--- config.mk ---
export PLATFORM = sky130hd
export DESIGN_NAME = qam_symbol_serializer
export DESIGN_NICKNAME = d
export VERILOG_FILES = /design/src/rtl/qam_pkg.sv /design/src/rtl/qam_symbol_serializer.sv
export SDC_FILE = /design/constraint.sdc
export NUM_CORES = 1
export LEC_CHECK = 0
export CAP_MARGIN = 20
export CORE_ASPECT_RATIO = 0.7
export CORE_MARGIN = 4
export CORE_UTILIZATION = 52
export CTS_BUF_LIST = sky130_fd_sc_hd__clkbuf_4
export CTS_CLUSTER_SIZE = 25
export DETAILED_ROUTE_END_ITERATION = 12
export PLACE_DENSITY = 0.83
export RECOVER_POWER = 50
export SLEW_MARGIN = 20
export SYNTH_ARGS = -nofsm -noshare
export SYNTH_HDL_FRONTEND = slang
export SYNTH_SLANG_ARGS = --single-unit
--- constraint.sdc ---
create_clock -name clk -period 5.15 [get_ports clk]
set_clock_uncertainty 0.15 [all_clocks]
set_input_delay 0.515 -clock clk [delete_from_list [all_inputs] [get_ports clk]]
set_output_delay 0.515 -clock clk [all_outputs]
set_load 0.02 [all_outputs]
--- src/rtl/qam_pkg.sv ---
// Shared types and constants for the QAM-16 transmit path.
// Used by the symbol serializer that follows the parallel mapper.
package qam_pkg;

  typedef enum logic {
    IDLE = 1'b0,
    SEND = 1'b1
  } state_t;

  localparam int QAM16_BITS_PER_SYMBOL = 4;
  localparam int DEFAULT_DATA_WIDTH_I  = 16;
  localparam int DEFAULT_DATA_WIDTH_Q  = 16;

  // Width of a symbol index within a batch; never narrower than one bit.
  function automatic int index_width(input int num_symbols);
    return (num_symbols <= 2) ? 1 : $clog2(num_symbols);
  endfunction

endpackage

--- src/rtl/qam_symbol_serializer.sv ---
// Turns one parallel batch of QAM-16 I/Q symbols into a stream of one
// I/Q pair per cycle, with a last flag, an in-batch index and a running count.
module qam_symbol_serializer
  import qam_pkg::*;
#(
  parameter int NUM_SYMBOLS  = 4,
  parameter int DATA_WIDTH_I = DEFAULT_DATA_WIDTH_I,
  parameter int DATA_WIDTH_Q = DEFAULT_DATA_WIDTH_Q,
  parameter int COUNT_WIDTH  = 32
) (
  input  logic                                     clk,
  input  logic                                     rst,
  input  logic                                     in_valid,
  output logic                                     in_ready,
  input  logic [NUM_SYMBOLS*DATA_WIDTH_I-1:0]      in_i,
  input  logic [NUM_SYMBOLS*DATA_WIDTH_Q-1:0]      in_q,
  output logic                                     out_valid,
  input  logic                                     out_ready,
  output logic [DATA_WIDTH_I-1:0]                  out_i,
  output logic [DATA_WIDTH_Q-1:0]                  out_q,
  output logic                                     out_last,
  output logic [index_width(NUM_SYMBOLS)-1:0]      out_index,
  output logic [COUNT_WIDTH-1:0]                   sym_count
);

  localparam int IW = index_width(NUM_SYMBOLS);
  localparam logic [IW-1:0] LAST_IDX = IW'(NUM_SYMBOLS - 1);

  // Handshake: a transfer happens on a rising edge where valid && ready.
  // Once out_valid is high, out_* hold until out_ready takes the symbol;
  // in_ready opens only when no un-emitted symbol of the current batch remains.
  state_t                  state;
  logic [DATA_WIDTH_I-1:0] hold_i [NUM_SYMBOLS];
  logic [DATA_WIDTH_Q-1:0] hold_q [NUM_SYMBOLS];
  logic [IW-1:0]           next_index;
  logic                    accept;
  logic                    emit;

  assign emit     = out_valid && out_ready;
  assign in_ready = !rst && ((state == IDLE) || (emit && out_last));
  assign accept   = in_valid && in_ready;

  always_comb begin
    next_index = out_index + 1'b1;
  end

  always_ff @(posedge clk) begin
    if (rst) begin
      state     <= IDLE;
      out_valid <= 1'b0;
      out_i     <= '0;
      out_q     <= '0;
      out_last  <= 1'b0;
      out_index <= '0;
      sym_count <= '0;
      for (int k = 0; k < NUM_SYMBOLS; k++) begin
        hold_i[k] <= '0;
        hold_q[k] <= '0;
      end
    end else begin
      if (emit) begin
        sym_count <= sym_count + 1'b1;
      end

      // A new batch goes straight to symbol 0 on the output registers,
      // whether it arrives from IDLE or overlaps the last-symbol transfer.
      if (accept) begin
        for (int k = 0; k < NUM_SYMBOLS; k++) begin
          hold_i[k] <= in_i[k*DATA_WIDTH_I +: DATA_WIDTH_I];
          hold_q[k] <= in_q[k*DATA_WIDTH_Q +: DATA_WIDTH_Q];
        end
        state     <= SEND;
        out_valid <= 1'b1;
        out_i     <= in_i[DATA_WIDTH_I-1:0];
        out_q     <= in_q[DATA_WIDTH_Q-1:0];
        out_index <= '0;
        out_last  <= 1'b0;
      end else begin
        case (state)
          IDLE: begin
            out_valid <= 1'b0;
          end
          SEND: begin
            if (emit) begin
              if (out_last) begin
                state     <= IDLE;
                out_valid <= 1'b0;
                out_last  <= 1'b0;
              end else begin
                out_index <= next_index;
                out_i     <= hold_i[next_index];
                out_q     <= hold_q[next_index];
                out_last  <= (next_index == LAST_IDX);
              end
            end
          end
          default: begin
            state     <= IDLE;
            out_valid <= 1'b0;
          end
        endcase
      end
    end
  end

endmodule

Yosys cells after proc, flatten, opt, wreduce, memory -nomap -nowiden
Memories as Yosys holds them, arrays and structs flattened.
Index checks and enable logic that the tools add are counted.
{ "word_totals": {"reg_bits": 69, "ramBits": 128, "in_bits": 132, "output_inout_bits": 69, "word_cells": 68, "n_memories": 2} }
{ "op_classes": {"n_addsub": 2, "n_eq_ne": 4, "n_mux": 30, "n_bitwise": 10, "n_reduce_logical": 13} }
{ "memory_table": {"columns": ["name", "depth", "width", "read_ports", "rd_ports_with_merged_regs", "write_ports", "line", "rtl"], "rows": [
  ["hold_i", 4, 16, 1, 0, 4, "qam_symbol_serializer.sv:33", "logic [DATA_WIDTH_I-1:0] hold_i [NUM_SYMBOLS];"],
  ["hold_q", 4, 16, 1, 0, 4, "qam_symbol_serializer.sv:34", "logic [DATA_WIDTH_Q-1:0] hold_q [NUM_SYMBOLS];"]
]} }
{ "op_table": {"columns": ["cell", "count"], "rows": [
  ["$mux 16", 16],
  ["$add 32x1->32 const B", 1],
  ["$mux 1", 13],
  ["$or 1x1->1", 8],
  ["$reduce_and 3->1", 2],
  ["$logic_and 1x1->1", 4],
  ["$reduce_and 2->1", 2],
  ["$reduce_bool 2->1", 2],
  ["$ne 3x1->1 const B", 1],
  ["$ne 3x2->1 const B", 1],
  ["$add 2x1->2 const B", 1],
  ["$eq 2x2->1 const B", 1],
  ["$ne 2x1->1 const B", 1],
  ["$not 1->1", 2],
  ["$pmux 1 s2", 1],
  ["$reduce_or 2->1", 1],
  ["$logic_not 1->1", 1],
  ["$logic_or 1x1->1", 1]
]} }

Depth between registers and ports, before layout
Gate-level depths: netlist of the first run.
{ "logic_depth": {"word_depth": 9, "ltp_mapped": 9, "ltp_nobuf": 5} }

Worst setup path before layout of the first run
Ideal clock, no wire load.
{ "synth_timing": {"path_type": "register to register", "start": "register out_valid", "end": "memory hold_i[0][0] (netlist name), enable pin", "arrival_ps": 3912, "slack_ps": 594, "stages_incl_launch_ff": 5, "path_buffers": 1, "synth_period_minus_slack_ps": 4556, "cell_sequence": "dfxtp_1 nand3_1 a211o_1 clkbuf_1 nand2_1"} }
{ "synth_lines": {"columns": ["element", "line", "rtl"], "rows": [
  ["start: declaration", "qam_symbol_serializer.sv:17", "output logic out_valid,"],
  ["start signal: assignment", "qam_symbol_serializer.sv:50", "out_valid <= 1'b0;"],
  ["start signal: assignment", "qam_symbol_serializer.sv:73", "out_valid <= 1'b1;"],
  ["start signal: assignment", "qam_symbol_serializer.sv:81", "out_valid <= 1'b0;"],
  ["end: declaration", "qam_symbol_serializer.sv:33", null]
]} }

Final worst setup path of the first run
{ "layout_timing": {"start": "input port out_ready", "end": "register out_last"} }
{ "layout_via": {"elab_chain_len": 6} }
{ "layout_rtl": {"columns": ["element", "line", "rtl"], "rows": [
  ["start: declaration", "qam_symbol_serializer.sv:18", "input logic out_ready,"],
  ["$logic_and 1x1->1 (*)", "qam_symbol_serializer.sv:39", "assign emit = out_valid && out_ready;"],
  ["$logic_and 1x1->1", "qam_symbol_serializer.sv:40", "assign in_ready = !rst && ((state == IDLE) || (emit && out_last));"],
  ["$logic_or 1x1->1", "qam_symbol_serializer.sv:40", null],
  ["$logic_and 1x1->1", "qam_symbol_serializer.sv:40", null],
  ["$logic_and 1x1->1", "qam_symbol_serializer.sv:41", "assign accept = in_valid && in_ready;"],
  ["$reduce_or 2->1 (no source line)", null, null],
  ["end signal: assignment", "qam_symbol_serializer.sv:93", "out_last <= (next_index == LAST_IDX);"],
  ["end: declaration", "qam_symbol_serializer.sv:21", "output logic out_last,"]
]} }
Every way passes the cells marked *; elsewhere a longest branch is shown, timed or not.
A chain may end at the register's enable or synchronous reset.

==> results of run 1 <==
-- Yosys cell counts, drive strengths merged (2+ instances only) --
| cell type | n | share of area (%) |
|---|---|---|
| xnor2 | 9 | 0.91 |
| o41ai | 7 | 0.71 |
| inv | 10 | 0.43 |
| edfxtp | 128 | 44 |
| mux2i | 33 | 3.8 |
| nand3 | 11 | 0.63 |
| or2 | 3 | 0.22 |
| ha | 2 | 0.29 |
| o311ai | 3 | 0.30 |
| nand4 | 10 | 0.89 |
| nand4bb | 2 | 0.26 |
| nand2 | 13 | 0.56 |
| nor2 | 49 | 2.1 |
| or3 | 3 | 0.22 |
| a21oi | 19 | 1.1 |
| o21ai | 2 | 0.12 |
| a211oi | 33 | 2.9 |
| nand4b | 2 | 0.20 |
| nand2b | 2 | 0.14 |
| and3 | 129 | 9.3 |
| buf | 7 | 0.43 |
| or4 | 10 | 0.91 |
| nor4 | 4 | 0.29 |
| and4 | 4 | 0.40 |
| xor2 | 4 | 0.40 |
| and2 | 2 | 0.14 |
| nor3 | 4 | 0.23 |
| dfxtp | 69 | 16 |
| mux4 | 32 | 8.3 |
| o31ai | 10 | 0.86 |
| clkbuf | 53 | 2.3 |
-- power by group --
part / switching, mW / internal (mW)
combinational: 0.172 / 0.194
sequential: 0.0320 / 1.78
clock: 0.502 / 0.291
-- registers in the layout, summed over array words and instances (netlist names) --
register   cells
state          1
out_last       1
hold_q        64
out_q         16
out_index      2
sym_count     32
hold_i        64
out_i         16
out_valid      1
-- worst paths after layout --
path	startpoint	to	slack [ns]	cells past startpoint
worst max-delay path	out_ready	out_last	1.58	6
worst min-delay path	rst	sym_count[26]	0.20	4
worst max register to register	out_last	out_last	1.64	5
worst min register to register	sym_count[31]	sym_count[31]	0.37	2
-- routing by layer --
layer	vias to the layer above	share of wire, %	routed length, µm	track usage [%]
li1	2941	-	-	-
met1	3030	43	9090	31.2
met2	295	46	9690	36.2
met3	26	9.4	1970	5.26
met4	0	1.2	256	6.48
met5	-	0	0	0
-- worst reg2reg max path, stage by stage (launching register included) --
cell	delay, ns
dfxtp_1	0.43
nand4b_1	0.37
clkbuf_1	1.76
inv_1	0.33
a22oi_1	0.30
nor2_1	0.06
-- area by class of cell --
cell class                      instances  area (µm²)  area share [%]
Sequential cell                       197        5230            47.4
Multi-Input combinational cell        407        3160            28.7
Timing Repair Buffer                  207        2050            18.6
Tap cell                              225         282            2.55
Clock buffer                           18         135            1.23
Clock inverter                         14         134            1.21
Inverter                               10        37.5           0.340
Antenna cell                            1        2.50          0.0227
-- cell families (layout without fill, tap and decap cells) --
| group | Yosys count | after routing | share of synthesized area [%] |
|---|---|---|---|
| and+or+nand+nor | 251 | 251 | 16.8 |
| muxes | 65 | 65 | 12.1 |
| DFF | 197 | 197 | 60.2 |
| buffers and inverters | 70 | 249 | 3.16 |
| adders and majority gates | 2 | 2 | 0.288 |
| other | 0 | 1 | 0 |
| xor gates and xnor gates | 13 | 13 | 1.31 |
| AOI/OAI and AO/OA | 76 | 76 | 6.13 |
-- metrics by stage --
stage | instances | hold slack (ns) | utilization, %
floorplan | 674 | 0.396 | -
global placement | 1046 | 0.315 | 66.1
detailed placement | 1046 | 0.347 | 66.1
CTS | 1078 | 0.155 | 67.7
global route | 1078 | 0.178 | 67.5
finish | 1079 | 0.198 | 67.5
==> impl_metrics.prom, run 1 <==
# TYPE chip_impl_metric gauge
chip_impl_info{name="status",value="finished, violations left"} 1
chip_impl_info{name="violations_in_the_final_reports",value="max-capacitance violations, max-slew violations"} 1
chip_impl_metric{name="core",unit="mm²"} 0.0163
chip_impl_metric{name="die_w",unit="µm"} 162
chip_impl_metric{name="num-fill-cells",unit=""} 1206
chip_impl_metric{name="finalWorstPathRequiredPeriod",unit="ns"} 3.57
chip_impl_info{name="kind_of_cell_adding_the_most_delay_to_the_critical_path",value="buffers and inverters"} 1
chip_impl_info{name="cts_tree",value="yes"} 1
chip_impl_metric{name="grt_pass1_wl",unit="mm"} 33.0
chip_impl_metric{name="cts.htree.levels",unit=""} 4
chip_impl_metric{name="postLayoutSetupSlackWorst",unit="ns"} 1.58
chip_impl_metric{name="mappedNetlistNets",unit=""} 808
chip_impl_info{name="crit_chain",value="clkdlybuf4s50_1, nand4b_1, clkbuf_1, inv_1, a22oi_1, nor2_1"} 1
chip_impl_metric{name="number_of_pins_exceeding_their_max_slew_limit_in_the_final_report",unit=""} 193
chip_impl_info{name="layout.cells.most_common",value="clkdlybuf4s50_1"} 1
chip_impl_metric{name="dpl-instance-area",unit="mm²"} 0.0108
chip_impl_metric{name="io_pins",unit=""} 201
chip_impl_info{name="timing.critical_path.slowest_stage_cell",value="clkbuf_1"} 1
chip_impl_metric{name="dr.pass1.iters",unit=""} 5
chip_impl_metric{name="clkSinkCount",unit=""} 197
chip_impl_metric{name="first_global_vias",unit=""} 6350
chip_impl_metric{name="yosysSeqAreaShare",unit="%"} 60.2
chip_impl_metric{name="fmaxAchievable",unit="MHz"} 280
chip_impl_metric{name="drt_wl_cell",unit="µm"} 19.5
chip_impl_info{name="hold_path.class",value="in2reg"} 1
chip_impl_metric{name="cts-buffers-inserted",unit=""} 17
chip_impl_metric{name="crit_path_max_incr_delay",unit="ns"} 1.76
chip_impl_metric{name="finalNetCount",unit=""} 974
chip_impl_metric{name="worst_skew_pair.late_latency",unit="ns"} 0.55
chip_impl_metric{name="cts_max_path_buffers",unit=""} 2
chip_impl_info{name="synth-main-ff-cell",value="edfxtp_1"} 1
chip_impl_metric{name="synthArstFlopShare",unit="%"} 0
chip_impl_metric{name="post-cts-setup-buffers",unit=""} 0
chip_impl_metric{name="grt.total_usage",unit="%"} 22.5
chip_impl_metric{name="global_route.overflow_total",unit=""} 0
chip_impl_metric{name="cell_rows",unit=""} 39
chip_impl_metric{name="worst_vdd_rail_ir_drop",unit="mV"} 0.119
chip_impl_info{name="cp-end-kind",value="register"} 1
chip_impl_metric{name="cp.required",unit="ns"} 5.43
chip_impl_metric{name="area_growth",unit="%"} 27.1
chip_impl_metric{name="power.leakage",unit="nW"} 4.61
chip_impl_metric{name="synthesis.area",unit="mm²"} 0.00868
chip_impl_metric{name="totalPowerFinal",unit="mW"} 2.97
chip_impl_metric{name="max-slew-margin-rel",unit="%"} -61.3
chip_impl_metric{name="postCtsHoldBufs",unit=""} 0
chip_impl_metric{name="warning_count_from_the_yosys_run",unit=""} 0
chip_impl_metric{name="finalSetupViolCount",unit=""} 0
chip_impl_metric{name="ys_seq_elements",unit=""} 197
chip_impl_metric{name="floorplan.die_area",unit="mm²"} 0.0189
chip_impl_metric{name="die_y",unit="µm"} 116
chip_impl_info{name="most_frequent_cells_in_the_layout",value="clkdlybuf4s50_1, and3_1, edfxtp_1"} 1
chip_impl_metric{name="place.gp.congestion",unit=""} 0.813
chip_impl_metric{name="timing_hold_violations_final",unit=""} 0
chip_impl_metric{name="yosys.cell_types.count",unit=""} 40
chip_impl_metric{name="antenna_left",unit=""} 0
chip_impl_metric{name="clk_pin_slew_worst_paths",unit="ns"} 0.14
chip_impl_metric{name="synth_cells",unit=""} 674
chip_impl_metric{name="tightest_slew",unit="ns"} 2.42
chip_impl_metric{name="max_cap_violations",unit=""} 3
chip_impl_metric{name="synthesized_area_per_cell",unit="µm²"} 12.9
chip_impl_metric{name="drive_gt1_share",unit="%"} 8.56
chip_impl_metric{name="detail_route.vias_per_cell",unit=""} 5.83
chip_impl_metric{name="post-dp-hpwl",unit="mm"} 13.7
chip_impl_metric{name="fin_area",unit="mm²"} 0.0110
chip_impl_metric{name="period_share",unit="%"} 69.4
chip_impl_info{name="rsz_0062_raised_after_global_routing",value="no"} 1
chip_impl_metric{name="worst-endpoint-arrival",unit="ns"} 3.85
chip_impl_metric{name="route.final.wire_length",unit="mm"} 21.0
chip_impl_info{name="worstSetupStartpointType",value="input pin"} 1
chip_impl_metric{name="post-route-drc-count",unit=""} 0
chip_impl_metric{name="number_of_antenna_violations_at_the_first_check_in_global_routing",unit=""} 0
chip_impl_metric{name="effective_utilization_at_floorplan",unit="%"} 53.1
chip_impl_metric{name="port-buffer-count",unit=""} 200
chip_impl_metric{name="post-place-ws",unit="ns"} 2.02
chip_impl_metric{name="drt-initial-drc-count",unit=""} 537
chip_impl_info{name="worst-setup-path-type",value="in2reg"} 1
chip_impl_metric{name="crit_fanout",unit=""} 29
chip_impl_metric{name="cts.repair.resized",unit=""} 0
chip_impl_metric{name="path_buf_inv",unit=""} 3
chip_impl_metric{name="fin_setup_tns",unit="ns"} 0
chip_impl_metric{name="pin_count_of_the_biggest_net_entering_global_routing",unit=""} 131
chip_impl_metric{name="synth-edff-count",unit=""} 128
chip_impl_metric{name="p_per_area",unit="mW/mm²"} 269
chip_impl_metric{name="vias",unit=""} 6292
chip_impl_info{name="clock_tree.root_cell",value="clkbuf_4"} 1
Note: power is estimated with default switching activity, not from simulation.
==> inputs of run 2 (changes only) <==
--- a/config.mk
+++ b/config.mk
@@ -8,11 +8,11 @@
 export CAP_MARGIN = 20
 export CORE_ASPECT_RATIO = 0.7
 export CORE_MARGIN = 4
-export CORE_UTILIZATION = 52
+export CORE_UTILIZATION = 47
 export CTS_BUF_LIST = sky130_fd_sc_hd__clkbuf_4
 export CTS_CLUSTER_SIZE = 25
 export DETAILED_ROUTE_END_ITERATION = 12
-export PLACE_DENSITY = 0.83
+export PLACE_DENSITY = 0.79
 export RECOVER_POWER = 50
 export SLEW_MARGIN = 20
 export SYNTH_ARGS = -nofsm -noshare
==> constraint.sdc (replaced) <==
create_clock -name clk -period 3.24 [get_ports clk]
set_clock_uncertainty 0.15 [all_clocks]
set_input_delay 0.324 -clock clk [delete_from_list [all_inputs] [get_ports clk]]
set_output_delay 0.324 -clock clk [all_outputs]
set_load 0.02 [all_outputs]
==> run 2 against run 1 <==
- the run now ends clean
- largest power group unchanged
- hold slack got worse by 0.12 ns
- critical path type is now reg2out
- sequential power increased by 59%
- die area increased by 10%
- clock power increased by 39%
- wire length increased by 2.0%
- sequential share of layout area decreased by 0.25 points
- critical path depth decreased by 3
- clock-buffer cell count increased by 2
- worst setup slack got worse by 1.1 ns
- cell count increased by 1.4%
- via count increased by 0.14%
- design area increased by 0.56%
==> impl_metrics.prom, run 2 (synthesis results as in run 1) <==
# TYPE chip_impl_metric gauge
chip_impl_info{name="status",value="finished clean"} 1
chip_impl_info{name="timing.critical_path.slowest_stage_cell",value="clkdlybuf4s50_1"} 1
chip_impl_metric{name="postCtsHoldBufs",unit=""} 0
chip_impl_metric{name="place_inst",unit=""} 1062
chip_impl_metric{name="power.share.combinational",unit="%"} 13.1
chip_impl_metric{name="period_share",unit="%"} 85.0
chip_impl_info{name="worstSetupStartpointType",value="register"} 1
chip_impl_info{name="rsz_0062_raised_after_global_routing",value="no"} 1
chip_impl_metric{name="effective_utilization_at_floorplan",unit="%"} 48.1
chip_impl_metric{name="worst_hold_slack",unit="ns"} 0.0778
chip_impl_metric{name="grt_pass1_wl",unit="mm"} 34.0
chip_impl_metric{name="post-route-drc-count",unit=""} 0
chip_impl_info{name="hold_path.class",value="in2reg"} 1
chip_impl_metric{name="io_pins",unit=""} 201
chip_impl_metric{name="worst_skew_pair.late_latency",unit="ns"} 0.55
chip_impl_metric{name="drt-initial-drc-count",unit=""} 566
chip_impl_info{name="kind_of_cell_adding_the_most_delay_to_the_critical_path",value="buffers and inverters"} 1
chip_impl_metric{name="dr.pass1.iters",unit=""} 5
chip_impl_metric{name="intPower",unit="mW"} 3.47
chip_impl_info{name="layout.cells.most_common",value="clkdlybuf4s50_1"} 1
chip_impl_metric{name="cp.required",unit="ns"} 2.77
chip_impl_metric{name="port-buffer-count",unit=""} 200
chip_impl_metric{name="number_of_antenna_violations_at_the_first_check_in_global_routing",unit=""} 1
chip_impl_metric{name="floorplan.die_area",unit="mm²"} 0.0207
chip_impl_metric{name="share_clk_of_total_power",unit="%"} 24.1
chip_impl_info{name="cts_tree",value="yes"} 1
chip_impl_metric{name="max_cap_violations",unit=""} 0
chip_impl_info{name="crit_chain",value="nand3_1, a21oi_1, clkdlybuf4s50_1"} 1
chip_impl_metric{name="area_growth",unit="%"} 27.8
chip_impl_metric{name="fin_setup_tns",unit="ns"} 0
chip_impl_metric{name="post-dp-hpwl",unit="mm"} 14.2
chip_impl_metric{name="post-cts-setup-buffers",unit=""} 0
chip_impl_metric{name="p_per_area",unit="mW/mm²"} 413
chip_impl_metric{name="drt_wl_cell",unit="µm"} 19.6
chip_impl_info{name="most_frequent_cells_in_the_layout",value="clkdlybuf4s50_1, and3_1, edfxtp_1"} 1
chip_impl_metric{name="cell_rows",unit=""} 41
chip_impl_metric{name="route.final.wire_length",unit="mm"} 21.4
chip_impl_metric{name="detail_route.vias_per_cell",unit=""} 5.76
chip_impl_metric{name="totalPowerFinal",unit="mW"} 4.58
chip_impl_metric{name="max-slew-margin-rel",unit="%"} 8.50
chip_impl_info{name="cp-end-kind",value="primary output"} 1
chip_impl_metric{name="clkSinkCount",unit=""} 197
chip_impl_metric{name="grt.total_usage",unit="%"} 21.0
chip_impl_metric{name="first_global_vias",unit=""} 6269
chip_impl_metric{name="die_w",unit="µm"} 170
chip_impl_metric{name="cts.htree.levels",unit=""} 4
chip_impl_metric{name="crit_path_max_incr_delay",unit="ns"} 0.69
chip_impl_metric{name="power.leakage",unit="nW"} 4.45
chip_impl_metric{name="tightest_slew",unit="ns"} 1.37
chip_impl_metric{name="cts_max_path_buffers",unit=""} 2
chip_impl_info{name="largest_registers",value="hold_i (64), hold_q (64), sym_count (32)"} 1
chip_impl_metric{name="global_route.overflow_total",unit=""} 0
chip_impl_metric{name="antenna_left",unit=""} 0
chip_impl_metric{name="drive_gt1_share",unit="%"} 9.57
chip_impl_info{name="clock_tree.root_cell",value="clkbuf_4"} 1
chip_impl_metric{name="fmaxAchievable",unit="MHz"} 363
chip_impl_metric{name="timing_hold_violations_final",unit=""} 0
chip_impl_metric{name="power.share.switching",unit="%"} 24.4
chip_impl_metric{name="cts.repair.resized",unit=""} 0
chip_impl_metric{name="vias",unit=""} 6301
chip_impl_metric{name="finalNetCount",unit=""} 979
chip_impl_metric{name="path_buf_inv",unit=""} 1
chip_impl_metric{name="core",unit="mm²"} 0.0181
chip_impl_metric{name="worst-endpoint-arrival",unit="ns"} 2.28
chip_impl_metric{name="finalWorstPathRequiredPeriod",unit="ns"} 2.76
chip_impl_metric{name="crit_fanout",unit=""} 8
chip_impl_metric{name="clk_pin_slew_worst_paths",unit="ns"} 0.15
chip_impl_metric{name="cts-buffers-inserted",unit=""} 17
chip_impl_metric{name="die_y",unit="µm"} 122
chip_impl_metric{name="layout.cells.non_filler",unit=""} 1094
chip_impl_metric{name="finalSetupViolCount",unit=""} 0
chip_impl_metric{name="number_of_pins_exceeding_their_max_slew_limit_in_the_final_report",unit=""} 0
chip_impl_metric{name="netSwitchingPower",unit="mW"} 1.12
chip_impl_metric{name="pin_count_of_the_biggest_net_entering_global_routing",unit=""} 131
chip_impl_metric{name="worst_vdd_rail_ir_drop",unit="mV"} 0.241
chip_impl_info{name="worst-setup-path-type",value="reg2out"} 1
chip_impl_metric{name="place.gp.congestion",unit=""} 0.761
chip_impl_metric{name="p_seq_share",unit="%"} 62.8
==> run 2: cell types whose count changed in the layout (fill, tap and decap cells not counted), sizes merged <==
cell and change:
clkinv -1, clkbuf +2, clkdlybuf4s50 +60, buf +5
dlygate4sd3 -60, clkinvlp +1, bufinv -2, inv -1
==> run 2: layout make-up <==
cell class / instances / area [µm²]
fill: 1414 / 6970
sequential: 197 / 5230
multi-input combinational: 407 / 3190
timing repair buffer: 212 / 2130
tap: 236 / 295
clock buffer: 20 / 150
clock inverter: 11 / 62.6
inverter: 10 / 37.5
antenna: 1 / 2.50
==> run 2: worst paths after layout <==
| kind | from | depth (start not counted) | end | slack, ns |
|---|---|---|---|---|
| setup / recovery | out_valid | 3 | in_ready | 0.48 |
| hold / removal | rst | 2 | out_last | 0.08 |
| setup reg to reg | out_valid | 4 | hold_i[1][13] | 0.52 |
| hold reg to reg | sym_count[22] | 2 | sym_count[22] | 0.36 |
==> run 2: metrics by stage <==
stage                     worst slack, ns  area (µm²)  utilization (%)
after floorplan                     0.457        8690                -
after global placement              0.678       10900             60.4
after detailed placement            0.653       10900             60.4
after CTS                           0.436       11100             61.6
after global routing                0.311       11100             61.4
final                               0.485       11100             61.4
==> run 2: per-layer routing <==
metal / track usage [%] / vias up / share of wire [%]
met5: 0 / - / 0.037
met4: 4.79 / 2 / 1.2
met3: 6.45 / 20 / 8.7
met2: 31.0 / 244 / 45
met1: 30.7 / 3081 / 45
li1: - / 2954 / -
==> run 2: power by group through the flow <==
stage          Sequential, mW  Clock (mW)  Combinational (mW)
2_1_floorplan            2.95           0               0.256
3_3_place_gp             2.93           0               0.604
3_5_place_dp             2.93           0               0.614
4_1_cts                  2.88        1.13               0.615
5_1_grt                  2.89        1.24               0.654
6_report                 2.88        1.10               0.602
==> run 2: worst register-to-register path: cells and delay by family, from the launching register on <==
family          cells  cell delay, ns
compound gates      1            0.37
flops               1            0.49
buf+inv             1            0.31
simple gates        2            1.13
